## src/rtl/msg_sched_pkg.sv

```systemverilog
// Shared definitions for the message request scheduler: message type codes,
// FSM state encoding and the width macros used as parameter defaults.
// Fallback values for the width macros apply only when no other definition
// has been provided earlier in the compilation unit.
`ifndef HOST_ADDR_WIDTH
`define HOST_ADDR_WIDTH 4
`endif
`ifndef VALUE_DATA_WIDTH
`define VALUE_DATA_WIDTH 16
`endif
`ifndef VALUE_SIZE
`define VALUE_SIZE 5
`endif

package msg_sched_pkg;

  // Message type codes; zero means "no message" and is never queued.
  typedef enum logic [3:0] {
    MSG_NONE       = 4'd0,
    MSG_LOGON      = 4'd1,
    MSG_LOGOUT     = 4'd2,
    MSG_HEARTBEAT  = 4'd3,
    MSG_RESEND_REQ = 4'd4
  } msg_type_e;

  // Scheduler FSM state encoding.
  typedef enum logic [1:0] {
    ST_IDLE      = 2'd0,
    ST_ISSUE     = 2'd1,
    ST_WAIT_DONE = 2'd2
  } sched_state_e;

  // Consecutive session grants allowed while the application is waiting.
  localparam int STARVE_LIMIT = 3;

endpackage

```

## src/rtl/msg_req_fifo.sv

```systemverilog
// Session request FIFO for the message scheduler.
// Type-zero pushes are ignored; a push into a full FIFO is accepted only if
// the same cycle pops, otherwise it is dropped and the sticky overflow flag
// is set.
// Optional feature macro: MSG_SCHED_HB_COALESCE_EN -- a heartbeat push whose
// host matches a heartbeat already queued is silently discarded.
module msg_req_fifo
  import msg_sched_pkg::*;
#(
  parameter int DEPTH   = 4,
  parameter int HOST_W  = 4,
  parameter int VALUE_W = 16,
  parameter int SIZE_W  = 5
) (
  input  logic               clk,
  input  logic               rst,
  input  logic               push_i,
  input  logic [3:0]         push_type_i,
  input  logic [HOST_W-1:0]  push_host_i,
  input  logic [VALUE_W-1:0] push_tcid_i,
  input  logic [SIZE_W-1:0]  push_sv_i,
  input  logic               pop_i,
  output logic [3:0]         head_type_o,
  output logic [HOST_W-1:0]  head_host_o,
  output logic [VALUE_W-1:0] head_tcid_o,
  output logic [SIZE_W-1:0]  head_sv_o,
  output logic               empty_o,
  output logic               full_o,
  output logic               overflow_o
);

  localparam int PTR_W = $clog2(DEPTH);
  localparam int CNT_W = PTR_W + 1;

  logic [3:0]         typeMem_q [DEPTH];
  logic [HOST_W-1:0]  hostMem_q [DEPTH];
  logic [VALUE_W-1:0] tcidMem_q [DEPTH];
  logic [SIZE_W-1:0]  svMem_q   [DEPTH];

  logic [PTR_W-1:0] wrPtr_q, rdPtr_q;
  logic [CNT_W-1:0] count_q;
  logic             overflow_q;

  logic validPush, dupHit, doPush, doPop, dropPush;

  assign empty_o    = (count_q == '0);
  assign full_o     = (count_q == CNT_W'(DEPTH));
  assign overflow_o = overflow_q;

  assign head_type_o = typeMem_q[rdPtr_q];
  assign head_host_o = hostMem_q[rdPtr_q];
  assign head_tcid_o = tcidMem_q[rdPtr_q];
  assign head_sv_o   = svMem_q[rdPtr_q];

  assign doPop     = pop_i && !empty_o;
  assign validPush = push_i && (push_type_i != 4'd0) && !dupHit;
  assign doPush    = validPush && (!full_o || doPop);
  assign dropPush  = validPush && full_o && !doPop;

`ifdef MSG_SCHED_HB_COALESCE_EN
  logic [PTR_W-1:0] slot;

  // Search live entries for a heartbeat to the same host; the head is skipped when it leaves this cycle.
  always_comb begin
    dupHit = 1'b0;
    slot   = rdPtr_q;
    for (int i = 0; i < DEPTH; i++) begin
      slot = rdPtr_q + PTR_W'(i);
      if ((CNT_W'(i) < count_q) && !((i == 0) && doPop) &&
          (typeMem_q[slot] == MSG_HEARTBEAT) && (hostMem_q[slot] == push_host_i)) begin
        dupHit = 1'b1;
      end
    end
    if (push_type_i != MSG_HEARTBEAT) begin
      dupHit = 1'b0;
    end
  end
`else
  assign dupHit = 1'b0;
`endif

  // Entry storage needs no reset; occupancy alone decides what is valid.
  always_ff @(posedge clk) begin
    if (doPush) begin
      typeMem_q[wrPtr_q] <= push_type_i;
      hostMem_q[wrPtr_q] <= push_host_i;
      tcidMem_q[wrPtr_q] <= push_tcid_i;
      svMem_q[wrPtr_q]   <= push_sv_i;
    end
  end

  // Pointers wrap naturally because DEPTH is a power of two.
  always_ff @(posedge clk or posedge rst) begin
    if (rst) begin
      wrPtr_q    <= '0;
      rdPtr_q    <= '0;
      count_q    <= '0;
      overflow_q <= 1'b0;
    end else begin
      if (doPush) wrPtr_q <= wrPtr_q + PTR_W'(1);
      if (doPop)  rdPtr_q <= rdPtr_q + PTR_W'(1);
      if (doPush && !doPop)      count_q <= count_q + CNT_W'(1);
      else if (doPop && !doPush) count_q <= count_q - CNT_W'(1);
      if (dropPush) overflow_q <= 1'b1;
    end
  end

endmodule

```

## src/rtl/msg_request_scheduler.sv

```systemverilog
// Message request scheduler: arbitrates between queued session-manager
// requests and a single application request, hands the winner to the
// create-message block and waits (with a timeout) for its done pulse.
// Optional feature macro: MSG_SCHED_HB_COALESCE_EN (heartbeat coalescing in
// the session FIFO).
module msg_request_scheduler
  import msg_sched_pkg::*;
#(
  parameter int NUM_HOST     = `HOST_ADDR_WIDTH,
  parameter int VALUE_WIDTH  = `VALUE_DATA_WIDTH,
  parameter int SIZE         = `VALUE_SIZE,
  parameter int DEPTH        = 4,
  parameter int DONE_TIMEOUT = 255
) (
  input  logic                   clk,
  input  logic                   rst,
  input  logic                   sess_req_i,
  input  logic [3:0]             sess_type_i,
  input  logic [NUM_HOST-1:0]    sess_host_i,
  input  logic [VALUE_WIDTH-1:0] sess_tcid_i,
  input  logic [SIZE-1:0]        sess_sv_i,
  input  logic                   app_valid_i,
  input  logic [3:0]             app_type_i,
  input  logic [NUM_HOST-1:0]    app_host_i,
  input  logic [VALUE_WIDTH-1:0] app_tcid_i,
  input  logic [SIZE-1:0]        app_sv_i,
  output logic                   app_ready_o,
  input  logic                   cm_busy_i,
  input  logic                   cm_done_i,
  output logic                   initiate_msg_o,
  output logic [3:0]             create_message_o,
  output logic [NUM_HOST-1:0]    host_o,
  output logic [VALUE_WIDTH-1:0] targetCompId_o,
  output logic [SIZE-1:0]        s_v_targetCompId_o,
  output logic                   fifo_full_o,
  output logic                   overflow_o,
  output logic                   timeout_o
);

  localparam int WAIT_W = (DONE_TIMEOUT < 1) ? 1 : $clog2(DONE_TIMEOUT + 1);

  sched_state_e state_q, state_d;
  logic [WAIT_W-1:0]      waitCnt_q, waitCnt_d;
  logic [1:0]             starveCnt_q, starveCnt_d;
  logic [3:0]             type_q, type_d;
  logic [NUM_HOST-1:0]    host_q, host_d;
  logic [VALUE_WIDTH-1:0] tcid_q, tcid_d;
  logic [SIZE-1:0]        sv_q, sv_d;
  logic                   timeout_q, timeout_d;

  logic [3:0]             headType;
  logic [NUM_HOST-1:0]    headHost;
  logic [VALUE_WIDTH-1:0] headTcid;
  logic [SIZE-1:0]        headSv;
  logic fifoEmpty, grant, appTurn, sessGrant, appGrant;

  msg_req_fifo #(
    .DEPTH   (DEPTH),
    .HOST_W  (NUM_HOST),
    .VALUE_W (VALUE_WIDTH),
    .SIZE_W  (SIZE)
  ) u_fifo (
    .clk         (clk),
    .rst         (rst),
    .push_i      (sess_req_i),
    .push_type_i (sess_type_i),
    .push_host_i (sess_host_i),
    .push_tcid_i (sess_tcid_i),
    .push_sv_i   (sess_sv_i),
    .pop_i       (sessGrant),
    .head_type_o (headType),
    .head_host_o (headHost),
    .head_tcid_o (headTcid),
    .head_sv_o   (headSv),
    .empty_o     (fifoEmpty),
    .full_o      (fifo_full_o),
    .overflow_o  (overflow_o)
  );

  // The session queue wins unless it is empty or has starved the waiting application.
  assign grant     = (state_q == ST_IDLE) && !cm_busy_i && (!fifoEmpty || app_valid_i);
  assign appTurn   = app_valid_i && (fifoEmpty || (starveCnt_q == 2'(STARVE_LIMIT)));
  assign sessGrant = grant && !appTurn;
  assign appGrant  = grant && appTurn;

  assign app_ready_o        = appGrant;
  assign initiate_msg_o     = (state_q == ST_ISSUE);
  assign create_message_o   = type_q;
  assign host_o             = host_q;
  assign targetCompId_o     = tcid_q;
  assign s_v_targetCompId_o = sv_q;
  assign timeout_o          = timeout_q;

  // Next-state logic: latch the winner on grant, clear the fields whenever the FSM falls back to IDLE.
  always_comb begin
    state_d     = state_q;
    waitCnt_d   = waitCnt_q;
    starveCnt_d = starveCnt_q;
    type_d      = type_q;
    host_d      = host_q;
    tcid_d      = tcid_q;
    sv_d        = sv_q;
    timeout_d   = 1'b0;
    case (state_q)
      ST_IDLE: begin
        if (grant) begin
          state_d = ST_ISSUE;
          if (sessGrant) begin
            type_d      = headType;
            host_d      = headHost;
            tcid_d      = headTcid;
            sv_d        = headSv;
            starveCnt_d = app_valid_i ? starveCnt_q + 2'd1 : 2'd0;
          end else begin
            type_d      = app_type_i;
            host_d      = app_host_i;
            tcid_d      = app_tcid_i;
            sv_d        = app_sv_i;
            starveCnt_d = 2'd0;
          end
        end
      end
      ST_ISSUE: begin
        state_d   = ST_WAIT_DONE;
        waitCnt_d = '0;
      end
      ST_WAIT_DONE: begin
        if (cm_done_i || (waitCnt_q == WAIT_W'(DONE_TIMEOUT))) begin
          state_d   = ST_IDLE;
          timeout_d = !cm_done_i;
          type_d    = '0;
          host_d    = '0;
          tcid_d    = '0;
          sv_d      = '0;
        end else begin
          waitCnt_d = waitCnt_q + WAIT_W'(1);
        end
      end
      default: state_d = ST_IDLE;
    endcase
  end

  // State, counters and held output fields.
  always_ff @(posedge clk or posedge rst) begin
    if (rst) begin
      state_q     <= ST_IDLE;
      waitCnt_q   <= '0;
      starveCnt_q <= '0;
      type_q      <= '0;
      host_q      <= '0;
      tcid_q      <= '0;
      sv_q        <= '0;
      timeout_q   <= 1'b0;
    end else begin
      state_q     <= state_d;
      waitCnt_q   <= waitCnt_d;
      starveCnt_q <= starveCnt_d;
      type_q      <= type_d;
      host_q      <= host_d;
      tcid_q      <= tcid_d;
      sv_q        <= sv_d;
      timeout_q   <= timeout_d;
    end
  end

endmodule
```

## config.mk

```make
export PLATFORM = sky130hd
export DESIGN_NAME = msg_request_scheduler
export DESIGN_NICKNAME = d
export VERILOG_FILES = /design/src/rtl/msg_sched_pkg.sv /design/src/rtl/msg_req_fifo.sv /design/src/rtl/msg_request_scheduler.sv
export SDC_FILE = /design/constraint.sdc
export NUM_CORES = 1
export LEC_CHECK = 0
export CAP_MARGIN = 20
export CORE_ASPECT_RATIO = 0.9
export CORE_MARGIN = 5
export CORE_UTILIZATION = 50
export CTS_BUF_LIST = sky130_fd_sc_hd__clkbuf_2
export DETAILED_ROUTE_END_ITERATION = 10
export GPL_TIMING_DRIVEN = 0
export PLACE_DENSITY_LB_ADDON = 0.15
export SYNTH_ARGS = -nofsm -noshare
export SYNTH_HDL_FRONTEND = slang
export SYNTH_SLANG_ARGS = --single-unit
```

## constraint.sdc

```tcl
create_clock -name clk -period 5.7 [get_ports clk]
set_clock_uncertainty 0.1 [all_clocks]
set_input_delay 1.71 -clock clk [delete_from_list [all_inputs] [get_ports clk]]
set_output_delay 1.71 -clock clk [all_outputs]
set_load 0.05 [all_outputs]
```

==> results of run 1 <==
[final timing paths]
check	end	cells after the start	slack, ps
setup / recovery	app_ready_o	5	110
min in group asynchronous	create_message_o[3]	2	1220
setup reg to reg	u_fifo.count_q[2]	9	2980
max in group asynchronous	host_o[2]	3	3730
hold reg to reg	targetCompId_o[3]	1	400
hold / removal	targetCompId_o[3]	1	400
[where the power goes]
group | leakage (nW) | internal [mW] | switching, mW
combinational | 1.30 | 0.674 | 0.877
clock | 0.128 | 0.162 | 0.394
sequential | 1.70 | 1.60 | 0.124
[layout by cell type (no fill, tap or decap), types with 3 or more instances in the layout]
master           Yosys  routed
a21o_1              29      29
a22o_1              30      30
and2_2               4       4
buf_2                3       3
buf_4                8       8
clkbuf_1             4       4
clkbuf_2             0      20
clkdlybuf4s50_1      0      97
clkinv_2             0       3
clkinvlp_4           0       3
dfrtp_1             50      50
edfxtp_1           116     116
ha_1                 7       7
inv_1               14      13
mux4_2              29      29
nand2_1              7       7
nand3_1              6       6
nor2_1               3       3
nor3_1               3       3
o21ai_0              4       4
xnor2_1              5       5
[per-stage QoR]
stage / total power, mW / cell area (µm²) / hold WS, ps / cells / utilization, %
after detailed placement: 3.34 / 7800 / 364 / 620 / 60.8
after CTS: 3.89 / 8010 / 406 / 652 / 62.4
after global routing: 4.06 / 8010 / 416 / 652 / 62.4
final: 3.83 / 8010 / 399 / 652 / 62.4
after floorplan: 2.84 / 6610 / 360 / 358 / -
after global placement: 3.30 / 7780 / 357 / 619 / 60.6
[layout make-up]
type	count	area [µm²]
buffer	16	101
clock buffer	20	100
clock inverter	12	106
fill	980	4830
inverter	14	52.6
multi-input combinational	162	1720
sequential	166	4730
tap	164	205
timing repair buffer	98	991
[state kept, by name (all words and copies together) (netlist names)]
| register | cells |
|---|---|
| host_o | 4 |
| u_fifo.tcidMem_q | 64 |
| u_fifo.typeMem_q | 16 |
| u_fifo.count_q | 3 |
| waitCnt_q | 8 |
| u_fifo.wrPtr_q | 2 |
| s_v_targetCompId_o | 5 |
| state_q | 2 |
| u_fifo.overflow_o | 1 |
| create_message_o | 4 |
| timeout_o | 1 |
| u_fifo.hostMem_q | 16 |
| targetCompId_o | 16 |
| u_fifo.svMem_q | 20 |
| starveCnt_q | 2 |
| u_fifo.rdPtr_q | 2 |
[cell families (layout without fill, tap and decap cells)]
| group | after synthesis | in the layout | synth area share (%) |
|---|---|---|---|
| AO/OA/AOI/OAI | 79 | 79 | 9.55 |
| XOR/XNOR | 7 | 7 | 0.928 |
| adder cells (fa/ha/maj) | 8 | 8 | 1.63 |
| buffers and inverters | 30 | 160 | 2.33 |
| flip-flops | 166 | 166 | 71.7 |
| multiplexers | 31 | 31 | 10.3 |
| AND/OR/NAND/NOR | 37 | 37 | 3.60 |
[per-layer routing]
layer | vias up | GRT usage [%]
met3 | 14 | 5.90
met2 | 98 | 26.8
met4 | 0 | 5.19
met5 | - | 0
met1 | 1853 | 24.0
li1 | 1661 | -
[critical path, stage by stage]
cell and delay, ps:
clkdlybuf4s50_1 470, nor3_1 190, o211a_1 230, buf_2 300, clkdlybuf4s50_1 860
==> impl_metrics.env, run 1 <==
export IMPL_grt_ovfl_total=0
export IMPL_ir_drop_mv=0.286
export IMPL_ys_seq_area_share_pct=71.7
export IMPL_routed_via_count=3626
export IMPL_path_class="input port to primary output"
export IMPL_htreeDepth=4
export IMPL_io_pins=98
export IMPL_dp_hpwl_mm=8.46
export IMPL_place_ws_ps=129
export IMPL_place_congestion=0.737
export IMPL_die_h_um=119
export IMPL_tightest_slew_ps=844
export IMPL_netlist_top_cells_count="edfxtp_1, dfrtp_1, a22o_1, a21o_1, mux4_2"
export IMPL_min_period_ps=5590
export IMPL_drc=0
export IMPL_final_hold_viol_count=0
export IMPL_max_clock_path_buffers=2
export IMPL_synth_warnings=0
export IMPL_cp_data_required_time_ps=3890
export IMPL_clock_sinks=166
export IMPL_synth_main_ff_cell="edfxtp_1"
export IMPL_synthCells=358
export IMPL_core_area_mm2=0.0128
export IMPL_met3_wirelength_um=715
export IMPL_finalCritPeriodShare_pct=98.0
export IMPL_status="finished clean"
export IMPL_ctsResizeCount=0
export IMPL_wl_mm=12.8
export IMPL_r2r_start="starveCnt_q[0]"
export IMPL_clk_pin_slew_ps=190
export IMPL_first_global_vias=3931
export IMPL_crit_path_end_kind="primary output"
export IMPL_power_leakage_nw=3.13
export IMPL_grtUsageTotal_pct=17.5
export IMPL_arrival_ps=3780
export IMPL_synth_area_mm2=0.00661
export IMPL_fin_nets=547
export IMPL_clockRootBuffer="clkbuf_2"
export IMPL_crit_fanout=10
export IMPL_cts_hold_buf=0
export IMPL_synthesis_nets=430
export IMPL_area_growth_pct=21.2
export IMPL_hp_class="register to register"
export IMPL_via_per_inst=5.56
export IMPL_synth_area_top_cells="edfxtp_1, dfrtp_1, mux4_2"
export IMPL_firstDrtPassIters=6
export IMPL_tns_ps=0
export IMPL_grt_max_degree=34
export IMPL_rows=39
export IMPL_avgRoutedWirePerCell_um=19.6
export IMPL_cp_start_kind="input port"
export IMPL_synth_top_area_cell="edfxtp_1"
export IMPL_synth_distinct_cells=49
export IMPL_antenna_found_initial=0
export IMPL_synth_edff_count=116
export IMPL_drtAntennaViolNets=0
export IMPL_post_synth_top_area_fraction_pct=52.7
export IMPL_drv_slew=0
export IMPL_start_util_pct=51.5
export IMPL_clkLatencyLatePin_ps=690
export IMPL_port_buffers=97
export IMPL_grt_pass1_wl_mm=20.9
export IMPL_relSlewSlack_pct=43.7
export IMPL_wl_met1_mm=5.85
export IMPL_fmax_ghz=0.179
export IMPL_route_met2_wl_mm=6.09
export IMPL_postCtsSetupRepairBufs=0
export IMPL_drive_gt1_share_pct=17.8
export IMPL_setup_ws_ps=111
export IMPL_min_from="targetCompId_o[3]"
export IMPL_routed_top_layer="met4"
export IMPL_setup_viol=0
export IMPL_yosysMostFrequentCell="edfxtp_1"
export IMPL_ys_ff_latch=166
export IMPL_drv_cap=0
export IMPL_tritoncts="done"
export IMPL_rsz0062_at_grt="false"
export IMPL_power_density_mw_per_mm2=478
export IMPL_synthArstFlopShare_pct=30.1
export IMPL_cp_startpoint="cm_busy_i"
export IMPL_dieArea_mm2=0.0156
export IMPL_syn_area_per_cell_um2=18.4
export IMPL_drt_iter0_markers=249
export IMPL_n_antenna_cell=0
export IMPL_die_w_um=131
export IMPL_cts_made_buffers=17
(Power assumes the default switching activity.)
==> run 2: changes to the inputs <==
--- a/config.mk
+++ b/config.mk
@@ -16,3 +16,4 @@
 export SYNTH_ARGS = -nofsm -noshare
 export SYNTH_HDL_FRONTEND = slang
 export SYNTH_SLANG_ARGS = --single-unit
+export TNS_END_PERCENT = 20
==> results of run 2 <==
Final layout, timing and power as in run 1 (identical DEF).
==> run 3: changes to the inputs <==
--- a/config.mk
+++ b/config.mk
@@ -10,6 +10,7 @@
 export CORE_MARGIN = 5
 export CORE_UTILIZATION = 50
 export CTS_BUF_LIST = sky130_fd_sc_hd__clkbuf_2
+export CTS_CLUSTER_DIAMETER = 30
 export DETAILED_ROUTE_END_ITERATION = 10
 export GPL_TIMING_DRIVEN = 0
 export PLACE_DENSITY_LB_ADDON = 0.15
==> results of run 3 <==
Final layout, timing and power as in run 1 (identical DEF).
